==> config.mk <==
export PLATFORM = sky130hd
export DESIGN_NAME = regfile_2w2r_bypass
export DESIGN_NICKNAME = d
export VERILOG_FILES = /design/src/rtl/regfile_2w2r_bypass.sv
export SDC_FILE = /design/constraint.sdc
export NUM_CORES = 2
export LEC_CHECK = 0
export CAP_MARGIN = 20
export CORE_MARGIN = 2
export CORE_UTILIZATION = 40
export CTS_BUF_LIST = sky130_fd_sc_hd__clkbuf_8 sky130_fd_sc_hd__clkbuf_16
export CTS_CLUSTER_DIAMETER = 80
export DETAILED_ROUTE_END_ITERATION = 16
export GPL_TIMING_DRIVEN = 0
export PLACE_DENSITY = 0.59
export SYNTH_ARGS = -nofsm -noshare
export SYNTH_HDL_FRONTEND = slang
export SYNTH_SLANG_ARGS = --single-unit
==> constraint.sdc <==
create_clock -name clk -period 8.82 [get_ports clk]
set_input_delay 2.646 -clock clk [delete_from_list [all_inputs] [get_ports clk]]
set_output_delay 2.646 -clock clk [all_outputs]
set_load 0.02 [all_outputs]
==> src/rtl/regfile_2w2r_bypass.sv <==
// regfile_2w2r_bypass: parametrised register file with two write ports and
// two combinational read ports. Port B has priority over port A when both
// target the same register. Reads can forward same-cycle write data (BYPASS=1).
// Optional busy-bit scoreboard for hazard detection, enabled by defining the
// macro REGFILE_SCOREBOARD_EN; without it the sb_* / busy* ports do not exist.
// There is no valid/ready handshake anywhere: a write happens on every rising
// edge where its enable is high, and read data is valid in the same cycle.
module regfile_2w2r_bypass #(
  parameter int WIDTH    = 32,
  parameter int DEPTH    = 32,
  parameter int ZERO_REG = 1,
  parameter int BYPASS   = 1,
  localparam int AW      = (DEPTH > 1) ? $clog2(DEPTH) : 1
) (
  input  logic             clk,
  input  logic             reset_n,
  input  logic [AW-1:0]    ra1,
  input  logic [AW-1:0]    ra2,
  output logic [WIDTH-1:0] rd1,
  output logic [WIDTH-1:0] rd2,
  input  logic             we_a,
  input  logic [AW-1:0]    wa_a,
  input  logic [WIDTH-1:0] wd_a,
  input  logic             we_b,
  input  logic [AW-1:0]    wa_b,
  input  logic [WIDTH-1:0] wd_b
`ifdef REGFILE_SCOREBOARD_EN
  ,
  input  logic             sb_set,
  input  logic [AW-1:0]    sb_addr,
  output logic             busy1,
  output logic             busy2
`endif
);

  // An address names real, writable/readable storage: inside DEPTH and not
  // the hardwired zero register.
  function automatic logic addr_ok(input logic [AW-1:0] a);
    return (int'(a) < DEPTH) && !((ZERO_REG != 0) && (a == '0));
  endfunction

  logic [WIDTH-1:0] rf_q [DEPTH];
  logic [WIDTH-1:0] rf_d [DEPTH];

  logic wr_a_ok;
  logic wr_b_ok;
  logic rd1_ok;
  logic rd2_ok;
  logic hit1_a;
  logic hit1_b;
  logic hit2_a;
  logic hit2_b;

  assign wr_a_ok = we_a && addr_ok(wa_a);
  assign wr_b_ok = we_b && addr_ok(wa_b);
  assign rd1_ok  = addr_ok(ra1);
  assign rd2_ok  = addr_ok(ra2);

  // Forwarding hits only exist when bypass is built in.
  assign hit1_a = (BYPASS != 0) && wr_a_ok && (wa_a == ra1);
  assign hit1_b = (BYPASS != 0) && wr_b_ok && (wa_b == ra1);
  assign hit2_a = (BYPASS != 0) && wr_a_ok && (wa_a == ra2);
  assign hit2_b = (BYPASS != 0) && wr_b_ok && (wa_b == ra2);

  // Next register contents: port A applied first so port B overrides it.
  always_comb begin
    rf_d = rf_q;
    if (wr_a_ok) rf_d[wa_a] = wd_a;
    if (wr_b_ok) rf_d[wa_b] = wd_b;
  end

  // Storage update; reset clears everything and discards any write in flight.
  always_ff @(posedge clk or negedge reset_n) begin
    if (!reset_n) begin
      for (int i = 0; i < DEPTH; i++) rf_q[i] <= '0;
    end else begin
      rf_q <= rf_d;
    end
  end

  // Read port 1: B forward, then A forward, then stored value; 0 in reset.
  always_comb begin
    rd1 = '0;
    if (reset_n && rd1_ok) begin
      if (hit1_b)      rd1 = wd_b;
      else if (hit1_a) rd1 = wd_a;
      else             rd1 = rf_q[ra1];
    end
  end

  // Read port 2: same priority as port 1.
  always_comb begin
    rd2 = '0;
    if (reset_n && rd2_ok) begin
      if (hit2_b)      rd2 = wd_b;
      else if (hit2_a) rd2 = wd_a;
      else             rd2 = rf_q[ra2];
    end
  end

`ifdef REGFILE_SCOREBOARD_EN
  logic [DEPTH-1:0] busy_q;
  logic [DEPTH-1:0] busy_d;
  logic             sb_ok;

  assign sb_ok = sb_set && addr_ok(sb_addr);

  // Busy next state: completed writes retire their producer, then a new
  // issue sets the bit so a same-cycle set beats a clear.
  always_comb begin
    busy_d = busy_q;
    if (wr_a_ok) busy_d[wa_a] = 1'b0;
    if (wr_b_ok) busy_d[wa_b] = 1'b0;
    if (sb_ok)   busy_d[sb_addr] = 1'b1;
  end

  // Busy vector state.
  always_ff @(posedge clk or negedge reset_n) begin
    if (!reset_n) begin
      busy_q <= '0;
    end else begin
      busy_q <= busy_d;
    end
  end

  // Busy outputs; a forwarded value this cycle means the hazard is resolved.
  always_comb begin
    busy1 = reset_n && rd1_ok && busy_q[ra1] && !(hit1_a || hit1_b);
    busy2 = reset_n && rd2_ok && busy_q[ra2] && !(hit2_a || hit2_b);
  end
`endif

endmodule

## Yosys cells after proc, flatten, opt, wreduce, memory -nomap -nowiden

Index checks and enable logic that the tools add are counted.

| operators by class | value |
|---|---|
| reduce and logical (&&, ||, !) cells | 18 |
| $lt $le $gt $ge | 6 |
| multiplexer cells | 20 |
| equality and inequality tests | 4 |
| bitwise logic cells | 4 |

Operators with widths:

| cell | count |
|---|---|
| $bwmux W1024 | 2 |
| $mux W1024 | 2 |
| $mux W32 | 12 |
| $bmux W32 S5 | 2 |
| $demux W32 S5 | 2 |
| $ge A6 B6 Y1 const B | 4 |
| $not A5 Y6 | 4 |
| $eq A5 B5 Y1 | 4 |
| $logic_not A5 Y1 | 4 |
| $lt A6 B1 Y1 const B | 2 |
| $logic_and A1 B1 Y1 | 10 |
| $logic_not A1 Y1 | 4 |

| word-level totals | value |
|---|---|
| flip-flop bits (word level) | 1024 |
| input port bits | 88 |

## Longest topological paths before layout

| depth | value |
|---|---|
| word-level depth | 9 |
| mapped depth | 10 |

## Worst setup path after synthesis

No wires, ideal clock.

| timing | value |
|---|---|
| kind | input to output |
| start point | input port wa_a[0] |
| end point | output port rd1[15] |
| path slack | 1787 ps |
| stages | 9 |
| arrival time | 4387 ps |
| path through | buf_4 > nor2_2 > and2_4 > or4_1 > buf_2 > buf_6 > nand3_1 > nor3_1 > o21ai_0 |

| between the ends | value |
|---|---|
| longest elaborated chain between the ends | 7 |

RTL lines:

| what | line | source |
|---|---|---|
| start, declared | 22 | `input logic [AW-1:0] wa_a,` |
| $logic_not A5 Y1 | 39 | `return (int'(a) < DEPTH) && !((ZERO_REG != 0) && (a == '0));` |
| $logic_not A1 Y1 | 39 |  |
| $logic_and A1 B1 Y1 | 54 | `assign wr_a_ok = we_a && addr_ok(wa_a);` |
| $logic_and A1 B1 Y1 * | 60 | `assign hit1_a = (BYPASS != 0) && wr_a_ok && (wa_a == ra1);` |
| $mux W32 * | 86 | `else if (hit1_a) rd1 = wd_a;` |
| $mux W32 * | 85 | `if (hit1_b) rd1 = wd_b;` |
| $mux W32 * | 84 | `if (reset_n && rd1_ok) begin` |
| end, declared | 19 | `output logic [WIDTH-1:0] rd1,` |

Every way passes the cells marked *; elsewhere a longest branch is shown, timed or not.

## Worst setup path in the final report

| timing | value |
|---|---|
| start point | input port ra1[3] |
| end point | output port rd1[21] |

| between the ends | value |
|---|---|
| longest elaborated chain between the ends | 7 |

RTL lines:

| what | line | source |
|---|---|---|
| start, declared | 17 | `input logic [AW-1:0] ra1,` |
| $not A5 Y6 (implied by the code) | 87 | `else rd1 = rf_q[ra1];` |
| $bmux W32 S5 | 87 |  |
| $mux W32 (implied by the code) (2 in a row) | 87 |  |
| $mux W32 | 86 |  |
| $mux W32 | 85 |  |
| $mux W32 * | 84 |  |

Every way passes the cells marked *; elsewhere a longest branch is shown, timed or not. The select of a mux whose other input is x is not followed.

==> flow_metrics.tcl <==
set metrics [dict create \
    maxSlewViolCount 0 \
    grt_pass1_vias 60604 \
    cts_hold_buffers 0 \
    cp.arrival_ns 6.34 \
    fp.dieArea_um2 167000 \
    whs_ns 0.493 \
    place.gp.congestion 1.04 \
    slowest_delay_ns 0.67 \
    hold_viol_final 0 \
    synth_xor_area_frac 0.00267 \
    synth.most_common_cell "mux2i_1" \
    start_util 0.403 \
    synth_seq_cells 1024 \
    dr.pass1.iters 7 \
    synth_common_cells "mux2i_1, dfrtp_1, a21oi_1" \
    synthMuxAreaShare 0.315 \
    die_w_um 409 \
    cts.path.max_buffers 3 \
    tns_ns -2.31 \
    via_per_inst 6.81 \
    grt.total_usage 0.480 \
    p_per_area_nw_per_um2 231 \
    path_max_fanout 10 \
    seq_area_frac_synth 0.391 \
    min_path_cells 1 \
    synthArstFlopShare 1.00 \
    syn_to_final_growth_pct 15.6 \
    ys.flop_type "dfrtp_1" \
    htree_levels 4 \
    synth_top_cell_by_area "dfrtp_1" \
    rr_worst_depth 2 \
    tritoncts "done" \
    n_fill_cell 15853 \
    cap_violations 0 \
    endpoint_kind "output pin" \
    postLayoutSetupSlackWorst_ns -0.163 \
    vdd_ir_drop_max_v 0.000241 \
    drc 0 \
    cp_num_buf_inv 4 \
    multiInputGateArea_um2 36500 \
    core_area_um2 163000 \
    antenna_found_initial 17 \
    path_delay_family "buffers and inverters" \
    status "complete, but fails checks" \
    syn_inst 6910 \
    skew_ns 0 \
    critical_path_class "input port to output pin" \
    synth_top_family_by_area "multiplexers" \
    fin_crit_sh 1.02 \
    clock-root-buffer "clkbuf_16" \
    syn-num-nets 6998 \
    cts_inserted_buffers 134 \
    synth.distinct_cells 52 \
    synthSimpleGateAreaFrac 0.0933 \
    max_slew.worst_pin.slew_ns 1.45 \
    hold_class "flop to flop" \
    grt_max_degree 138 \
    start_kind "input port" \
    totalWireLength_mm 413 \
    drive_above_1_share 0.128 \
    largest_reg_flops 1024 \
    cp_slowest_cell "clkdlybuf4s50_1" \
    grt_overflow 0 \
    core.rowCount 148 \
    seq_area_um2 25600 \
    reg2reg_to "rf_q[344]$_DFF_PN0_" \
    final_nets 7309 \
    regMostFlops "rf_q" \
    crit_chain "clkdlybuf4s15_1 -> or2_2 -> clkbuf_1 -> o31ai_1 -> nor2_2 -> clkbuf_2 -> o21ai_0 -> o21ai_1 -> clkdlybuf4s50_1" \
    dpl.hpwl_mm 307 \
    synth_compound_area_frac 0.141 \
    relSlewSlack 0.0330 \
    routedWlPerCell_um 43.4 \
    synthDominantCellAreaShare 0.391 \
    clk_pin_slew_ns 0.06 \
    grt_pass1_wl_mm 544 \
    synth_edf_count 0 \
    synth_area_per_cell_um2 9.48 \
    rr_startpoint "rf_q[344]$_DFF_PN0_" \
    worstSkewPairLatency_ns 0.84 \
    dr_total_vias 64881 \
    hold_path_end "rf_q[1008]$_DFF_PN0_" \
    violations "setup timing" \
    drtIter0Drc 11380 \
    hp-start "rf_q[1008]$_DFF_PN0_" \
    port_buffers 97 \
    period_minus_slack_ns 8.98 \
    top_regs "rf_q: 1024 flops" \
    crit_required_ns 6.17 \
    clock-sinks 1024 \
    max_freq_mhz 111 \
    yosysWarningCount 0 \
    synth_fa_ha_area_frac 0 \
    die_h_um 409 \
    io_pins 152 \
    r2r_setup_slack_ns 7.78 \
    syn_area_um2 65500 \
    leakage_nw 33.3 \
    detail-route-antenna-nets 0 \
    setup_viol 33 \
    synthTopCellsByArea "dfrtp_1, mux2i_1, a21oi_1, mux4_2, nor2_1" \
]
[layout by cell type, fill, tap and decap left out, types with 53 or more instances in the layout]
cell | Yosys | layout
mux2_2 | 62 | 62
mux2i_1 | 1696 | 1685
a22o_1 | 62 | 61
nor2_1 | 778 | 774
nand2_1 | 438 | 438
buf_2 | 219 | 173
buf_1 | 101 | 95
nor3_1 | 68 | 66
buf_4 | 45 | 65
a31oi_1 | 62 | 55
clkbuf_2 | 4 | 53
o21ai_0 | 320 | 318
buf_8 | 0 | 53
clkbuf_1 | 455 | 397
dfrtp_1 | 1024 | 1024
mux4_2 | 131 | 131
a21oi_1 | 835 | 835
clkdlybuf4s50_1 | 0 | 77
clkbuf_16 | 0 | 136
o22ai_1 | 284 | 281
[layer usage]
layer  up-vias  track usage  routed length (um)
met5         -      0.00172                 218
met4        14        0.429               45400
met3      1417        0.173               50700
met2      5391        0.656              164000
met1     32551        0.589              153000
li1      25508            -                   -
[worst max-delay path by stage]
stage | cells after the start | start | end
2_1_floorplan | 9 | wa_a[0] | rd1[15]
3_3_place_gp | 1 | reset_n | rf_q[430]$_DFF_PN0_
3_5_place_dp | 9 | reset_n | rd1[10]
4_1_cts | 10 | ra2[0] | rd2[22]
5_1_grt | 11 | ra1[0] | rd1[31]
6_report | 9 | ra1[3] | rd1[21]
[cell families (layout without fill, tap and decap cells)]
family,after synthesis,in the layout
buffers and inverters,845,1262
muxes,1889,1889
other,0,21
and+or+nand+nor,1463,1463
AOI/OAI and AO/OA,1669,1669
xor gates and xnor gates,20,20
DFF,1024,1024
[per-stage QoR]
| stage | setup WS, ns | std cells | cell area [um2] | utilization | power [mW] |
|---|---|---|---|---|---|
| after floorplan | 1.79 | 6910 | 65500 | - | 9.59 |
| after global placement | -45.88 | 9182 | 69200 | 0.426 | 11.4 |
| after detailed placement | -1.17 | 9239 | 70300 | 0.432 | 11.5 |
| after CTS | -0.0590 | 9488 | 75300 | 0.463 | 17.2 |
| after global routing | -0.00339 | 9502 | 75700 | 0.466 | 17.9 |
| final | -0.163 | 9523 | 75700 | 0.466 | 17.5 |
[report_power, final]
| group | internal, mW | leakage, nW | total (mW) | switching [mW] |
|---|---|---|---|---|
| clock | 3.25 | 2.32 | 5.69 | 2.44 |
| combinational | 1.98 | 18.6 | 4.58 | 2.60 |
| sequential | 5.93 | 12.4 | 7.19 | 1.26 |
| total | 11.2 | 33.3 | 17.5 | 6.30 |
[area by class of cell]
cell class | count | share of cell area
multi-input cells | 5041 | 0.482
flip-flops and latches | 1024 | 0.338
plain buffers | 841 | 0.0543
clock buffers | 166 | 0.0502
well taps | 2175 | 0.0359
repair buffers | 175 | 0.0307
clock inverters | 76 | 0.00775
diodes | 21 | 0.000694
inverters | 4 | 0.000215
[what timing repair did]
item                                    in CTS  in global routing
pin swaps                                    7                  3
endpoints found under the setup margin      64                 51
resized for setup                          195                 58
gates cloned                                 2                  1
buffers inserted                             5                  1
Power figures use the tool's default switching activity.
